===== src/rtl/simon_data_out_if.sv =====
// simon_data_out_if
//   Packet-side 4-phase handshake between the SIMON output transmitter and the
//   external receiver.
//   Signals:
//     outPKT   packet valid (transmitter -> receiver)
//     out      packet bytes, (2 + N/4) x 8 bits (transmitter -> receiver)
//     readPKT  receiver acknowledge (receiver -> transmitter)
//   Modports: master = transmitter, slave = receiver.
interface simon_data_out_if #(
    parameter int unsigned N = 16
);
    logic                    outPKT;
    logic                    readPKT;
    logic [(1+N/4):0][7:0]   out;

    modport master (
        output outPKT,
        output out,
        input  readPKT
    );

    modport slave (
        input  outPKT,
        input  out,
        output readPKT
    );
endinterface


===== src/rtl/simon_data_out.sv =====
// simon_data_out
//   Output-side packet transmitter for the SIMON datapath. Finished cipher blocks
//   (two N-bit words plus info and count tag bytes) are buffered in a DEPTH-entry
//   FIFO and offered one at a time as a byte-array packet over a 4-phase
//   outPKT/readPKT handshake.
//   Ports:
//     clk        clock, all state on posedge
//     R          synchronous active-high reset, overrides everything
//     doneDATA   one-cycle strobe, cipher result valid
//     outDATA    result words [1:0][N-1:0], sampled with doneDATA
//     infoOUT    info/tag byte, sampled with doneDATA
//     countOUT   block count byte, sampled with doneDATA
//     readyOUT   FIFO can accept a block
//     pkt        packet handshake (outPKT, out, readPKT), master side
//     donePKT    one-cycle pulse when a packet is retired
//     countSENT  packets retired since reset, wraps at 256
//     overflow   sticky, a block arrived while the FIFO was full
//   Packet layout: out[0]=info, out[1]=count, out[2+k]=byte k of
//   {outDATA[1], outDATA[0]} (little-endian).
module simon_data_out #(
    parameter int unsigned N     = 16,
    parameter int unsigned DEPTH = 4
) (
    input  logic                  clk,
    input  logic                  R,
    input  logic                  doneDATA,
    input  logic [1:0][N-1:0]     outDATA,
    input  logic [7:0]            infoOUT,
    input  logic [7:0]            countOUT,
    output logic                  readyOUT,
    simon_data_out_if.master      pkt,
    output logic                  donePKT,
    output logic [7:0]            countSENT,
    output logic                  overflow
);
    localparam int unsigned NB = 2 + N / 4;
    localparam int unsigned PW = $clog2(DEPTH);
    localparam int unsigned CW = PW + 1;

    typedef logic [NB-1:0][7:0] packetT;

    typedef enum logic [1:0] {
        StIdle,
        StSend,
        StRelease
    } stateT;

    packetT          fifoMem [DEPTH];
    logic [PW-1:0]   wrPtr;
    logic [PW-1:0]   rdPtr;
    logic [CW-1:0]   occ;

    stateT           state;
    logic            outPktQ;
    packetT          outQ;

    packetT          inBlock;
    logic            push;
    logic            pop;

    // Packed concatenation lands info in byte 0, count in byte 1 and the words
    // little-endian above them.
    assign inBlock  = {outDATA, countOUT, infoOUT};

    // Registered occupancy only, so a pop on the same edge cannot admit a block.
    assign readyOUT = (occ < CW'(DEPTH));
    assign push     = doneDATA & readyOUT;
    assign pop      = (state == StSend) & pkt.readPKT;

    assign pkt.outPKT = outPktQ;
    assign pkt.out    = outQ;

    // FIFO storage, pointers and occupancy.
    always_ff @(posedge clk) begin
        if (R) begin
            wrPtr    <= '0;
            rdPtr    <= '0;
            occ      <= '0;
            overflow <= 1'b0;
        end else begin
            if (push) begin
                fifoMem[wrPtr] <= inBlock;
                wrPtr          <= wrPtr + PW'(1);
            end
            if (doneDATA && !readyOUT) begin
                overflow <= 1'b1;
            end
            if (pop) begin
                rdPtr <= rdPtr + PW'(1);
            end
            occ <= occ + CW'(push) - CW'(pop);
        end
    end

    // Handshake FSM with registered outputs.
    always_ff @(posedge clk) begin
        if (R) begin
            state     <= StIdle;
            outPktQ   <= 1'b0;
            outQ      <= '0;
            donePKT   <= 1'b0;
            countSENT <= 8'd0;
        end else begin
            donePKT <= 1'b0;
            unique case (state)
                StIdle: begin
                    if (occ != '0) begin
                        outQ    <= fifoMem[rdPtr];
                        outPktQ <= 1'b1;
                        state   <= StSend;
                    end
                end
                StSend: begin
                    if (pkt.readPKT) begin
                        outPktQ   <= 1'b0;
                        donePKT   <= 1'b1;
                        countSENT <= countSENT + 8'd1;
                        state     <= StRelease;
                    end
                end
                StRelease: begin
                    // Receiver must drop its acknowledge before the next packet.
                    if (!pkt.readPKT) begin
                        state <= StIdle;
                    end
                end
                default: begin
                    state   <= StIdle;
                    outPktQ <= 1'b0;
                end
            endcase
        end
    end
endmodule

===== src/flat_wrapper.sv =====
// flat-port wrapper written by rule: the top's interface ports become plain ports
module simon_data_out_flat 
#(
    parameter int unsigned N     = 16,
    parameter int unsigned DEPTH = 4
)
  (clk, R, doneDATA, outDATA, infoOUT, countOUT, readyOUT, donePKT, countSENT, overflow, pkt_outPKT, pkt_out, pkt_readPKT);
  simon_data_out_if #(.N(N)) pkt_i ();
  input  logic clk;
  input  logic R;
  input  logic doneDATA;
  input  logic [1:0][N-1:0] outDATA;
  input  logic [7:0] infoOUT;
  input  logic [7:0] countOUT;
  output logic readyOUT;
  output logic donePKT;
  output logic [7:0] countSENT;
  output logic overflow;
  output wire logic [$bits(pkt_i.outPKT)-1:0] pkt_outPKT;
  output wire logic [$bits(pkt_i.out)-1:0] pkt_out;
  input wire logic [$bits(pkt_i.readPKT)-1:0] pkt_readPKT;
  assign pkt_outPKT = pkt_i.outPKT;
  assign pkt_out = pkt_i.out;
  assign pkt_i.readPKT = pkt_readPKT;
  simon_data_out #(.N(N), .DEPTH(DEPTH)) u_core (.clk(clk), .R(R), .doneDATA(doneDATA), .outDATA(outDATA), .infoOUT(infoOUT), .countOUT(countOUT), .readyOUT(readyOUT), .pkt(pkt_i), .donePKT(donePKT), .countSENT(countSENT), .overflow(overflow));
endmodule

===== config.mk =====
export PLATFORM = sky130hd
export DESIGN_NAME = simon_data_out_flat
export DESIGN_NICKNAME = d
export VERILOG_FILES = /design/src/rtl/simon_data_out_if.sv /design/src/rtl/simon_data_out.sv /design/src/flat_wrapper.sv
export SDC_FILE = /design/constraint.sdc
export NUM_CORES = 1
export LEC_CHECK = 0
export ABC_AREA = 1
export BUFFER_PORTS_ARGS = -buffer_cell sky130_fd_sc_hd__buf_2
export CAP_MARGIN = 10
export CORE_MARGIN = 4
export CORE_UTILIZATION = 52
export DETAILED_ROUTE_END_ITERATION = 6
export PLACE_DENSITY = 0.71
export RECOVER_POWER = 50
export REMOVE_ABC_BUFFERS = 1
export SYNTH_ARGS = -nofsm -noshare
export SYNTH_HDL_FRONTEND = slang
export SYNTH_SLANG_ARGS = --single-unit

===== constraint.sdc =====
create_clock -name clk -period 3.8 [get_ports clk]
set_clock_uncertainty 0.15 [all_clocks]
set_input_delay 0.38 -clock clk [delete_from_list [all_inputs] [get_ports clk]]
set_output_delay 0.38 -clock clk [all_outputs]
set_load 0.02 [all_outputs]

# [Word level (Yosys, flattened, before mapping)]
# Memory sizes are Yosys's and may differ from the RTL's. A register that Yosys moved wholly into a read port is not among the register bits.
# Cells that the tools add are included.
[classes] bitwise_logic=4 n_mul=0 add_sub_neg=5 shifts=0 mux=11 reduce_logical=9 n_div=0 magnitude_cmp=1 eq_ne=5
[op_table] operator="adder 8 x 1 -> 8 bit (second input constant)" n=1
[op_table] operator="2-to-1 mux 1 bit" n=6
[op_table] operator="2-to-1 mux 2 bit" n=3
[op_table] operator="one-hot mux 2 bit (3 select lines)" n=1
[op_table] operator="AND reduction 3 bit" n=2
[op_table] operator="adder 2 x 1 -> 2 bit (second input constant)" n=2
[op_table] operator="inequality test 2 bit (second input constant)" n=2
[op_table] operator="AND reduction 2 bit" n=2
[op_table] operator="adder 3 x 1 -> 3 bit" n=1
[op_table] operator="less-than comparator 3 bit (second input constant)" n=1
[op_table] operator="one-hot mux 1 bit (3 select lines)" n=1
[op_table] operator="nonzero test 3 bit" n=1
[op_table] operator="subtractor 3 x 1 -> 3 bit" n=1
[op_table] operator="bitwise AND 1 bit" n=2
[op_table] operator="== test 2 x 1 -> 1 bit (second input constant)" n=1
[op_table] operator="== test 2 bit (second input constant)" n=1
[op_table] operator="logical NOT 2 bit" n=1
[op_table] operator="inequality test 2 x 1 -> 1 bit (second input constant)" n=1
[op_table] operator="inverter 1 bit" n=2
[op_table] operator="OR reduction 2 bit" n=1
[op_table] operator="logical AND 1 bit" n=1
[op_table] operator="logical NOT 1 bit" n=1
[totals] n_memories=1 latch_bits=0 mem_bits_ro=0 inputBits=52 output_inout_bits=60 word_cells=44 ram_bits=192 ff_bits=20
[memory_table] memory="u_core.fifoMem" depth=4 width=48 read_ports=1 rd_clocked_by_memory_dff=1 wr=1 line="simon_data_out.sv:48" source="packetT fifoMem [DEPTH];"

# [Logic depth before layout (Yosys ltp)]
# Gate-level depths: netlist of the first run.
[logic_depth] ltp_word=5 ltp_mapped=11 depth_no_buf=11

# [Worst setup path before layout of the first run]
# OpenSTA, ideal clock, no wires.
[synth_path] kind="input to register" from="in R" to="mem u_core.fifoMem[0][0] (netlist bit), enable pin" path_buffers=2 arrival_ns=2.918 t_required_ns=3.196 setup_time_ns=0.454 path_slack_ns=0.278 cell_stages=5 path_cell_list="buf_2 > clkinv_1 > buf_2 > nand2_1 > nor2_1"
[synth_via] elab_chain_len=2
[synth_rtl] item="start, declared" line="flat_wrapper.sv:10" source="input logic R;"
[synth_rtl] item="2-to-1 mux 1 bit" line="simon_data_out.sv:75" source="if (R) begin"
[synth_rtl] item="2-to-1 mux 1 bit (not written as such)" line="simon_data_out.sv:82" source="fifoMem[wrPtr] <= inBlock;"
[synth_rtl] item="end, declared" line="simon_data_out.sv:48"
# Every way passes these cells.

# [Final worst setup path of the first run]
[layout_path] from="in pkt_readPKT" to="reg u_core.occ[2]"
[layout_via] elab_chain_len=2
[layout_rtl] item="start, declared" line="flat_wrapper.sv:21" source="input wire logic [$bits(pkt_i.readPKT)-1:0] pkt_readPKT;"
[layout_rtl] item="bitwise AND 1 bit" line="simon_data_out.sv:68" source="assign pop = (state == StSend) & pkt.readPKT;"
[layout_rtl] item="via u_core.pop" line="simon_data_out.sv:59" source="logic pop;"
[layout_rtl] item="subtractor 3 x 1 -> 3 bit" line="simon_data_out.sv:91" source="occ <= occ + CW'(push) - CW'(pop);"
[layout_rtl] item="end signal, assigned" line="simon_data_out.sv:91"
[layout_rtl] item="end, declared" line="simon_data_out.sv:51" source="logic [CW-1:0] occ;"
# The timed path passes the listed nets, and every way through them passes these cells.
# A chain may end at the register's enable or synchronous reset.

==> run_results.csv, run 1 <==
group,metric,value,unit
outcome,outcome,"finished clean",
worst_hold_path,hp-class,"input port to flop",
placed_design,gp_congestion,0.725,
worst_setup_path,r2r_slack,1.45,ns
worst_setup_path,critPathArrivalTime,2.78,ns
pwr,p_leak,0.00470,µW
layout,area_growth,19.8,%
synth,synth_top_area_share,56.6,%
floorplan,fp.coreArea,19000,µm²
synth,yosysUniqueCellTypes,21,
synth,async_flop_share,0,%
layout,fin_area,12200,µm²
worst_setup_path,startpoint_type,"input port",
sta,hold_viol_final,0,
floorplan,die_w,148,µm
synth,postSynthAreaPerCell,10.3,µm²
placed_design,dp_hpwl,11000,µm
drt,totalWireLength,20200,µm
clock_tree,post_cts_buffers,0,
layout,fillers,1582,
layout,multi_input_area,2570,µm²
placed_design,port_buffers,111,
global_route,grt_pass1_wl,32900,µm
synth,ys_ff_latch,260,
clock_tree,numCtsBuffers,27,
floorplan,ios,112,
sta,fmax,0.403,GHz
sta,tightest_slew,1.37,ns
layout,layout-drive-gt1-share,6.10,%
global_route,gr-usage-all-layers,18.5,%
synth,syn_inst,989,
global_route,grt-ovfl-total,0,
floorplan,fp.dieH,148,µm
sta,period_share,65.3,%
job,cap_violations,0,
synth,yosysTopAreaCell,"edfxtp_1",
clock_tree,clockRootBuffer,"clkbuf_16",
floorplan,die_area,21900,µm²
worst_setup_path,path_max_fanout,7,
worst_setup_path,r2r-end,"u_core.occ[2]$_SDFF_PP0_",
global_route,grt_pass1_vias,6656,
synth,yosysSeqAreaShare,69.9,%
worst_setup_path,crit_path_end,"u_core.occ[2]$_SDFF_PP0_",
sta,period_needed,2.48,ns
drt,drc,0,
worst_setup_path,critPathKind,"input port to flop",
synth,synth_edf_count,192,
worst_setup_path,worstPathRequired,4.10,ns
clock_tree,clk_pin_slew_worst_paths,0.06,ns
pwr,power_density,686,nW/µm²
layout,diodes,0,
placed_design,place_area,11000,µm²
floorplan,placementRows,50,
global_route,grt_max_degree,71,
drt,drt_iter0_drc,305,
global_route,grt_antenna_before_repair,0,
sta,setup_violations,0,
sta,rsz0062_at_grt,"false",
synth,synth_area,10200,µm²
sta,max_slew_margin,8.43,%
worst_setup_path,crit_start,"pkt_readPKT",
layout,register_area,7130,µm²
worst_setup_path,reg2regPathDepth,11,
pwr,finalPower,8370,µW
worst_setup_path,r2r_start,"u_core.state[1]$_SDFFE_PP0P_",
layout,final_core_util,64.2,%
drt,firstDrtPassIters,4,
synth,synth_top_flop_cell,"edfxtp_1",
sta,drv_slew,0,
synth,synth_area_leaders,"edfxtp_1, dfxtp_1, nor2_1",
worst_setup_path,endpoint_kind,"flop",
clock_tree,clkSinkCount,260,
pwr,vdd_ir_drop_max,0.000498,V
floorplan,start_util,53.6,%
drt,vias_per_cell,4.83,
clock_tree,cts_tree,"done",
clock_tree,htreeDepth,1,
drt,wl_per_cell,14.2,µm
clock_tree,worstSkewPairLatency,0.52,ns
layout,fin_nets,1202,
drt,num_vias,6867,
synth,yosys_warnings,0,
clock_tree,cts_buffer_depth,3,
drt,detail-route-antenna-nets,0,
==> layer usage <==
metal / track usage, % / routed length (µm) / up-vias
met2: 32.4 / 9750 / 136
li1: - / - / 3519
met4: 4.06 / 314 / 0
met1: 24.3 / 9050 / 3185
met3: 3.25 / 1040 / 27
met5: 0 / 0 / -
==> cell usage after synthesis, types with 4 or more instances <==
cell type	n
o21ai_0	63
clkbuf_1	18
ha_1	7
a21oi_1	14
inv_1	68
dfxtp_1	68
nand3_1	4
o21ai_1	39
buf_4	4
nor2_1	310
inv_2	4
nand2_1	163
edfxtp_1	192
buf_2	21
buf_6	5
==> worst min-delay path by stage <==
stage	from	endpoint	slack [ns]	depth (start not counted)
floorplan	R	u_core.occ[1]$_SDFF_PP0_	0.30	1
global placement	u_core.pkt.outPKT$_SDFFE_PP0P_	u_core.pkt.outPKT$_SDFFE_PP0P_	0.31	2
detailed placement	u_core.occ[2]$_SDFF_PP0_	u_core.occ[2]$_SDFF_PP0_	0.33	1
CTS	R	u_core.occ[1]$_SDFF_PP0_	0.004	2
global route	R	u_core.occ[0]$_SDFF_PP0_	0.12	2
finish	R	u_core.occ[1]$_SDFF_PP0_	0.10	2
==> registers in the layout (all words and copies together) (netlist names) <==
signal,count
u_core.fifoMem,192
u_core.pkt.out,48
u_core.countSENT,8
u_core.occ,3
u_core.rdPtr,2
u_core.state,2
u_core.wrPtr,2
u_core.donePKT,1
u_core.overflow,1
u_core.pkt.outPKT,1
==> through the flow <==
step	cells	hold WS [ns]	setup TNS [ns]	setup slack (ns)
CTS	1423	0.00366	0	1.40
global route	1423	0.123	0	1.09
floorplan	941	0.297	-2.98	-0.0155
detailed placement	1323	0.327	0	1.41
global placement	1323	0.312	0	1.41
finish	1423	0.104	0	1.32
==> cells by family after synthesis <==
kind of cell	synth area share, %
AO/OA/AOI/OAI	5.78
AND/OR/NAND/NOR	17.8
flip-flops	69.9
adder cells (fa/ha/maj)	1.06
buffers and inverters	5.23
XOR/XNOR	0.172
==> power by group <==
group	total (µW)	switching, µW	internal [µW]
registers	3700	220	3480
logic	2230	1540	687
clock network	2440	1020	1420
total	8370	2780	5600
==> area by class of cell <==
cell class	count	share of cell area (%)
flip-flops and latches	260	58.4
multi-input cells	608	21.0
repair buffers	172	8.77
clock buffers	34	6.00
well taps	260	2.66
inverters	73	2.25
clock inverters	16	0.851
==> critical path, cell delays in order <==
cell and delay [ns]:
dlygate4sd3_1 0.52, clkbuf_1 0.18, nand3_1 0.24, inv_1 0.19
ha_1 0.25, inv_1 0.05, ha_1 0.13, inv_1 0.05
fa_1 0.36, xor2_1 0.16, o21ai_0 0.09, a21oi_1 0.17
==> cell usage in the layout, fill, tap and decap left out, types with 2 or more instances in the layout <==
cell type      synthesis  routed
nor2_1               310     306
a21oi_1               14      14
o21ai_0               63      63
nand2_1              163     163
nand4_1                2       2
ha_1                   7       7
nand3_1                4       4
clkinv_2               0       7
xor2_1                 2       2
buf_12                 0       5
o21ai_1               39      39
clkbuf_8               0       3
nor3_1                 2       2
edfxtp_1             192     192
dlygate4sd3_1          0      50
clkinv_1               1       7
clkbuf_1              18     106
buf_2                 21       9
dfxtp_1               68      66
nor2_4                 0       4
buf_4                  4       5
clkbuf_16              0      27
inv_2                  4       3
inv_1                 68      68
==> timing repair <==
item                       4_1_cts  5_1_grt
hold endpoints to repair       194        0
resized for setup                0        0
hold buffers                    50        0
setup endpoints to repair        0        0
No activity file was read; power rests on OpenSTA's default activity.
==> run 2: changes to the inputs <==
==> constraint.sdc (replaced) <==
create_clock -name clk -period 2.4 [get_ports clk]
set_clock_uncertainty 0.15 [all_clocks]
set_input_delay 0.24 -clock clk [delete_from_list [all_inputs] [get_ports clk]]
set_output_delay 0.24 -clock clk [all_outputs]
set_load 0.02 [all_outputs]
==> run_results.csv, run 2 (synthesis gave the netlist of run 1 again) <==
group,metric,value,unit
outcome,outcome,"finished clean",
clock_tree,worstSkewPairLatency,0.52,ns
layout,fin_nets,1211,
worst_setup_path,cp_num_buf_inv,5,
drt,drc,0,
worst_setup_path,startpoint_type,"input port",
sta,drv_slew,0,
placed_design,dp_hpwl,11400,µm
layout,diodes,0,
pwr,vdd_ir_drop_max,0.000849,V
floorplan,fp.coreArea,19000,µm²
layout,mostFrequentLayoutCells,"nor2_1, edfxtp_1, nand2_1, clkbuf_1, inv_1",
clock_tree,clk_pin_slew_worst_paths,0.06,ns
worst_setup_path,slowest_delay,0.55,ns
layout,largest-register,"u_core.fifoMem",
worst_hold_path,hold_path_end,"u_core.donePKT$_SDFF_PP0_",
worst_setup_path,r2r_start,"u_core.state[1]$_SDFFE_PP0P_",
worst_hold_path,worstHoldStart,"u_core.state[1]$_SDFFE_PP0P_",
worst_setup_path,path_max_fanout,5,
clock_tree,numCtsBuffers,26,
layout,area_growth,21.2,%
layout,largest_reg_flops,192,
sta,period_share,91.8,%
floorplan,die_w,148,µm
global_route,grt_pass1_wl,33400,µm
clock_tree,cts_tree,"done",
clock_tree,cts_buffer_depth,3,
sta,max_slew_margin,45.7,%
worst_hold_path,hp-class,"flop to flop",
placed_design,port_buffers,111,
drt,num_vias,6942,
clock_tree,clkSinkCount,260,
sta,setup_violations,0,
worst_setup_path,critPathTopFamily,"buffers and inverters",
worst_setup_path,worstPathRequired,2.69,ns
worst_setup_path,r2r_slack,0.21,ns
worst_setup_path,r2r-end,"u_core.occ[2]$_SDFF_PP0_",
floorplan,ios,112,
sta,rsz0062_at_grt,"false",
pwr,power_density,1110,nW/µm²
placed_design,pre_cts_ws,0.190,ns
floorplan,fp.dieH,148,µm
sta,fin_ws,0.197,ns
sta,hold_viol_final,0,
sta,fmax,0.454,GHz
clock_tree,clockRootBuffer,"clkbuf_16",
clock_tree,htreeDepth,1,
worst_setup_path,critPathKind,"input port to flop",
global_route,gr-usage-all-layers,18.6,%
placed_design,place_inst,1331,
global_route,grt_max_degree,98,
worst_hold_path,hold_depth,1,
layout,fin_area,12400,µm²
clock_tree,post_cts_buffers,0,
drt,wl_per_cell,14.4,µm
worst_setup_path,cp_slowest_cell,"dlygate4sd3_1",
placed_design,place_area,11100,µm²
job,cap_violations,0,
drt,totalWireLength,20500,µm
global_route,grt_antenna_before_repair,0,
sta,period_needed,2.20,ns
drt,drt_iter0_drc,364,
placed_design,gp_congestion,0.712,
drt,firstDrtPassIters,4,
worst_setup_path,endpoint_kind,"flop",
floorplan,die_area,21900,µm²
floorplan,start_util,53.6,%
sta,tightest_slew,0.814,ns
worst_setup_path,crit_top_cell,"inv_1",
worst_setup_path,critPathArrivalTime,2.50,ns
layout,final_common_cell,"nor2_1",
layout,layout-drive-gt1-share,6.40,%
worst_setup_path,reg2regPathDepth,11,
layout,finalNonFillerCells,1431,
worst_setup_path,path_cells,"dlygate4sd3_1 -> buf_2 -> nand3_1 -> inv_1 -> ha_1 -> inv_1 -> ha_1 -> inv_1 -> fa_1 -> xor2_1 -> o21ai_0 -> a21oi_1",
floorplan,placementRows,50,
global_route,grt-ovfl-total,0,
pwr,p_leak,0.00476,µW
drt,detail-route-antenna-nets,0,
global_route,grt_pass1_vias,6657,
drt,vias_per_cell,4.85,
run 2: cell count changes in the layout (fill, tap and decap cells not counted), sizes merged:
cell         previous run  this run
buf                    19        22
dlygate4sd3            50        52
bufinv                  1         5
clkbuf                137       141
clkinv                 14         9
run 2: repair_timing:
item,CTS,global route
hold buffers,52,0
setup endpoints to repair,0,1
resized for setup,0,1
endpoints found under the hold margin,204,0
run 2: power by group:
group,switching (µW),internal [µW],total (µW)
combinational,2500,1100,3590
clock,1620,2650,4270
sequential,301,5520,5820
total,4410,9260,13700
run 2: how the worst max path moves through the flow:
stage,from,to,cells past startpoint
CTS,u_core.state[1]$_SDFFE_PP0P_,u_core.occ[2]$_SDFF_PP0_,11
global route,u_core.state[1]$_SDFFE_PP0P_,u_core.occ[2]$_SDFF_PP0_,11
global placement,u_core.state[1]$_SDFFE_PP0P_,u_core.occ[2]$_SDFF_PP0_,11
floorplan,R,u_core.fifoMem[0][0]$_DFFE_PP_,3
detailed placement,u_core.state[1]$_SDFFE_PP0P_,u_core.occ[2]$_SDFF_PP0_,11
finish,pkt_readPKT,u_core.occ[2]$_SDFF_PP0_,12
run 2: stage by stage:
stage / setup TNS (ns) / power (µW) / utilization, % / hold WS (ns)
final: 0 / 13700 / 65.0 / 0.311
after global routing: 0 / 14500 / 65.0 / 0.328
after CTS: 0 / 14000 / 65.8 / 0.299
after detailed placement: 0 / 9630 / 58.2 / 0.307
after global placement: 0 / 9540 / 58.2 / 0.304
after floorplan: -306.66 / 8440 / - / 0.157
run 2: layout make-up:
cell class / instances / area [µm²]
Inverter: 73 / 275
Sequential cell: 260 / 7130
Clock inverter: 15 / 205
Multi-Input combinational cell: 608 / 2560
Timing Repair Buffer: 182 / 1140
Tap cell: 260 / 325
Clock buffer: 33 / 718
Fill cell: 1550 / 6660
run 2: routing by layer:
layer  vias to the layer above  track usage (%)  wire length, µm
li1                       3532                -                -
met1                      3231             25.0             9210
met2                       159             32.3             9890
met3                        20             3.40             1230
met4                         0             3.42              209
met5                         -                0                0
run 2: worst register-to-register path: cells and delay by family, from the launching register on:
kind | cells | cell delay [ns]
fa+ha+maj | 3 | 0.80
flops | 1 | 0.36
buf+inv | 4 | 0.28
compound gates | 2 | 0.27
xor+xnor | 1 | 0.18
simple gates | 1 | 0.09
==> run 3: changes to the inputs <==
--- a/config.mk
+++ b/config.mk
@@ -8,10 +8,13 @@
 export ABC_AREA = 1
 export BUFFER_PORTS_ARGS = -buffer_cell sky130_fd_sc_hd__buf_2
 export CAP_MARGIN = 10
+export CELL_PAD_IN_SITES_DETAIL_PLACEMENT = 0
+export CELL_PAD_IN_SITES_GLOBAL_PLACEMENT = 2
+export CORE_ASPECT_RATIO = 2
 export CORE_MARGIN = 4
-export CORE_UTILIZATION = 52
+export CORE_UTILIZATION = 38
 export DETAILED_ROUTE_END_ITERATION = 6
-export PLACE_DENSITY = 0.71
+export PLACE_DENSITY = 0.79
 export RECOVER_POWER = 50
 export REMOVE_ABC_BUFFERS = 1
 export SYNTH_ARGS = -nofsm -noshare
==> run_results.csv, run 3 (synthesis gave the netlist of run 1 again) <==
group,metric,value,unit
placed_design,port_buffers,111,
sta,holdWs,0.306,ns
layout,layout-drive-gt1-share,6.43,%
floorplan,fp.coreArea,26400,µm²
global_route,grt-ovfl-total,0,
worst_setup_path,critPathArrivalTime,2.45,ns
worst_setup_path,slowest_delay,0.40,ns
global_route,grt_pass1_vias,6780,
drt,wl_per_cell,15.0,µm
sta,fin_ws,0.247,ns
sta,hold_viol_final,0,
placed_design,gp_congestion,0.719,
sta,period_share,89.7,%
sta,fmax,0.464,GHz
pwr,p_leak,0.00473,µW
drt,vias_per_cell,4.54,
sta,rsz0062_at_grt,"false",
clock_tree,clk_pin_slew_worst_paths,0.07,ns
worst_setup_path,startpoint_type,"flop",
sta,period_needed,2.15,ns
pwr,power_density,1090,nW/µm²
drt,num_vias,6862,
floorplan,die_area,29700,µm²
floorplan,fp.dieH,240,µm
floorplan,ios,112,
global_route,grt_pass1_wl,36100,µm
sta,setup_violations,0,
placed_design,pre_cts_ws,0.224,ns
global_route,grt_antenna_before_repair,1,
floorplan,placementRows,84,
floorplan,start_util,38.6,%
global_route,gr-usage-all-layers,15.6,%
worst_setup_path,critPathKind,"flop to flop",
drt,drt_iter0_drc,327,
layout,final_common_cell,"nor2_1",
job,cap_violations,0,
layout,final_core_util,47.1,%
worst_hold_path,worstHoldStart,"u_core.state[1]$_SDFFE_PP0P_",
worst_setup_path,endpoint_kind,"flop",
clock_tree,cts_buffer_depth,3,
worst_setup_path,crit_start,"u_core.state[0]$_SDFFE_PP0P_",
layout,area_growth,21.9,%
worst_setup_path,worstPathRequired,2.70,ns
clock_tree,clockRootBuffer,"clkbuf_16",
clock_tree,htreeDepth,1,
clock_tree,worstSkewPairLatency,0.52,ns
layout,mostFrequentLayoutCells,"nor2_1, edfxtp_1, nand2_1, clkbuf_1, inv_1",
worst_setup_path,path_max_fanout,5,
layout,fin_nets,1209,
placed_design,dp_hpwl,13200,µm
layout,largest-register,"u_core.fifoMem",
pwr,vdd_ir_drop_max,0.00120,V
clock_tree,clkSinkCount,260,
drt,detail-route-antenna-nets,0,
global_route,grt_max_degree,98,
worst_setup_path,r2r_start,"u_core.state[0]$_SDFFE_PP0P_",
worst_setup_path,path_cells,"nand3_1 -> inv_1 -> ha_1 -> inv_1 -> ha_1 -> inv_1 -> fa_1 -> xor2_1 -> o21ai_0 -> a21oi_1",
outcome,outcome,"finished clean",
worst_setup_path,crit_top_cell,"inv_1",
drt,firstDrtPassIters,4,
floorplan,die_w,124,µm
clock_tree,numCtsBuffers,24,
worst_setup_path,cp_slowest_cell,"dfxtp_1",
sta,tightest_slew,0.744,ns
drt,drc,0,
sta,max_slew_margin,50.4,%
sta,drv_slew,0,
worst_hold_path,hp-class,"flop to flop",
clock_tree,cts_tree,"done",
drt,totalWireLength,22700,µm
layout,largest_reg_flops,192,
run 3: report_power, final:
group,switching [µW],internal (µW),leakage [µW],total [µW]
combinational,2550,1110,0.00202,3660
clock,1610,2400,0.000408,4020
sequential,302,5510,0.00230,5810
run 3: timing repair:
item                                   CTS  global route
setup endpoints to repair                0             1
hold buffers                            52             0
buffers inserted                         0             0
gates resized for setup                  0             1
endpoints found under the hold margin  204             0
run 3: per-layer routing:
metal  global-route usage (%)  part of all wire [%]  vias up
li1                         -                     -     3524
met1                     18.0                    40     3190
met2                     29.0                    54      115
met3                     2.03                   3.5       33
met4                     5.45                   2.6        0
met5                        0                     0        -
run 3: critical path: cells and delay by family (launching register included):
kind	cells	cell delay, ns
buf+inv	3	0.24
xor+xnor	1	0.18
fa+ha+maj	3	0.75
compound gates	2	0.25
simple gates	1	0.11
flops	1	0.40
run 3: area by class of cell:
type / instances / area, µm²
diodes: 1 / 2.50
repair buffers: 182 / 1180
flip-flops and latches: 260 / 7130
clock inverters: 13 / 173
fillers: 2551 / 14000
well taps: 344 / 430
multi-input cells: 608 / 2560
inverters: 73 / 275
clock buffers: 31 / 668
run 3: worst paths after layout:
kind	to	slack, ns	cells past startpoint
min	u_core.donePKT$_SDFF_PP0_	0.31	1
max	u_core.occ[2]$_SDFF_PP0_	0.25	10
min reg2reg	u_core.donePKT$_SDFF_PP0_	0.31	1
max reg2reg	u_core.occ[2]$_SDFF_PP0_	0.25	10
run 3: through the flow:
| step | instance area [µm²] | TNS, ns | cells | total power, µW |
|---|---|---|---|---|
| after global routing | 12400 | 0 | 1512 | 14400 |
| after floorplan | 9930 | -306.66 | 941 | 8440 |
| after CTS | 12600 | 0 | 1511 | 13900 |
| final | 12400 | 0 | 1512 | 13500 |
| after global placement | 11200 | 0 | 1415 | 9720 |
| after detailed placement | 11200 | 0 | 1415 | 9740 |
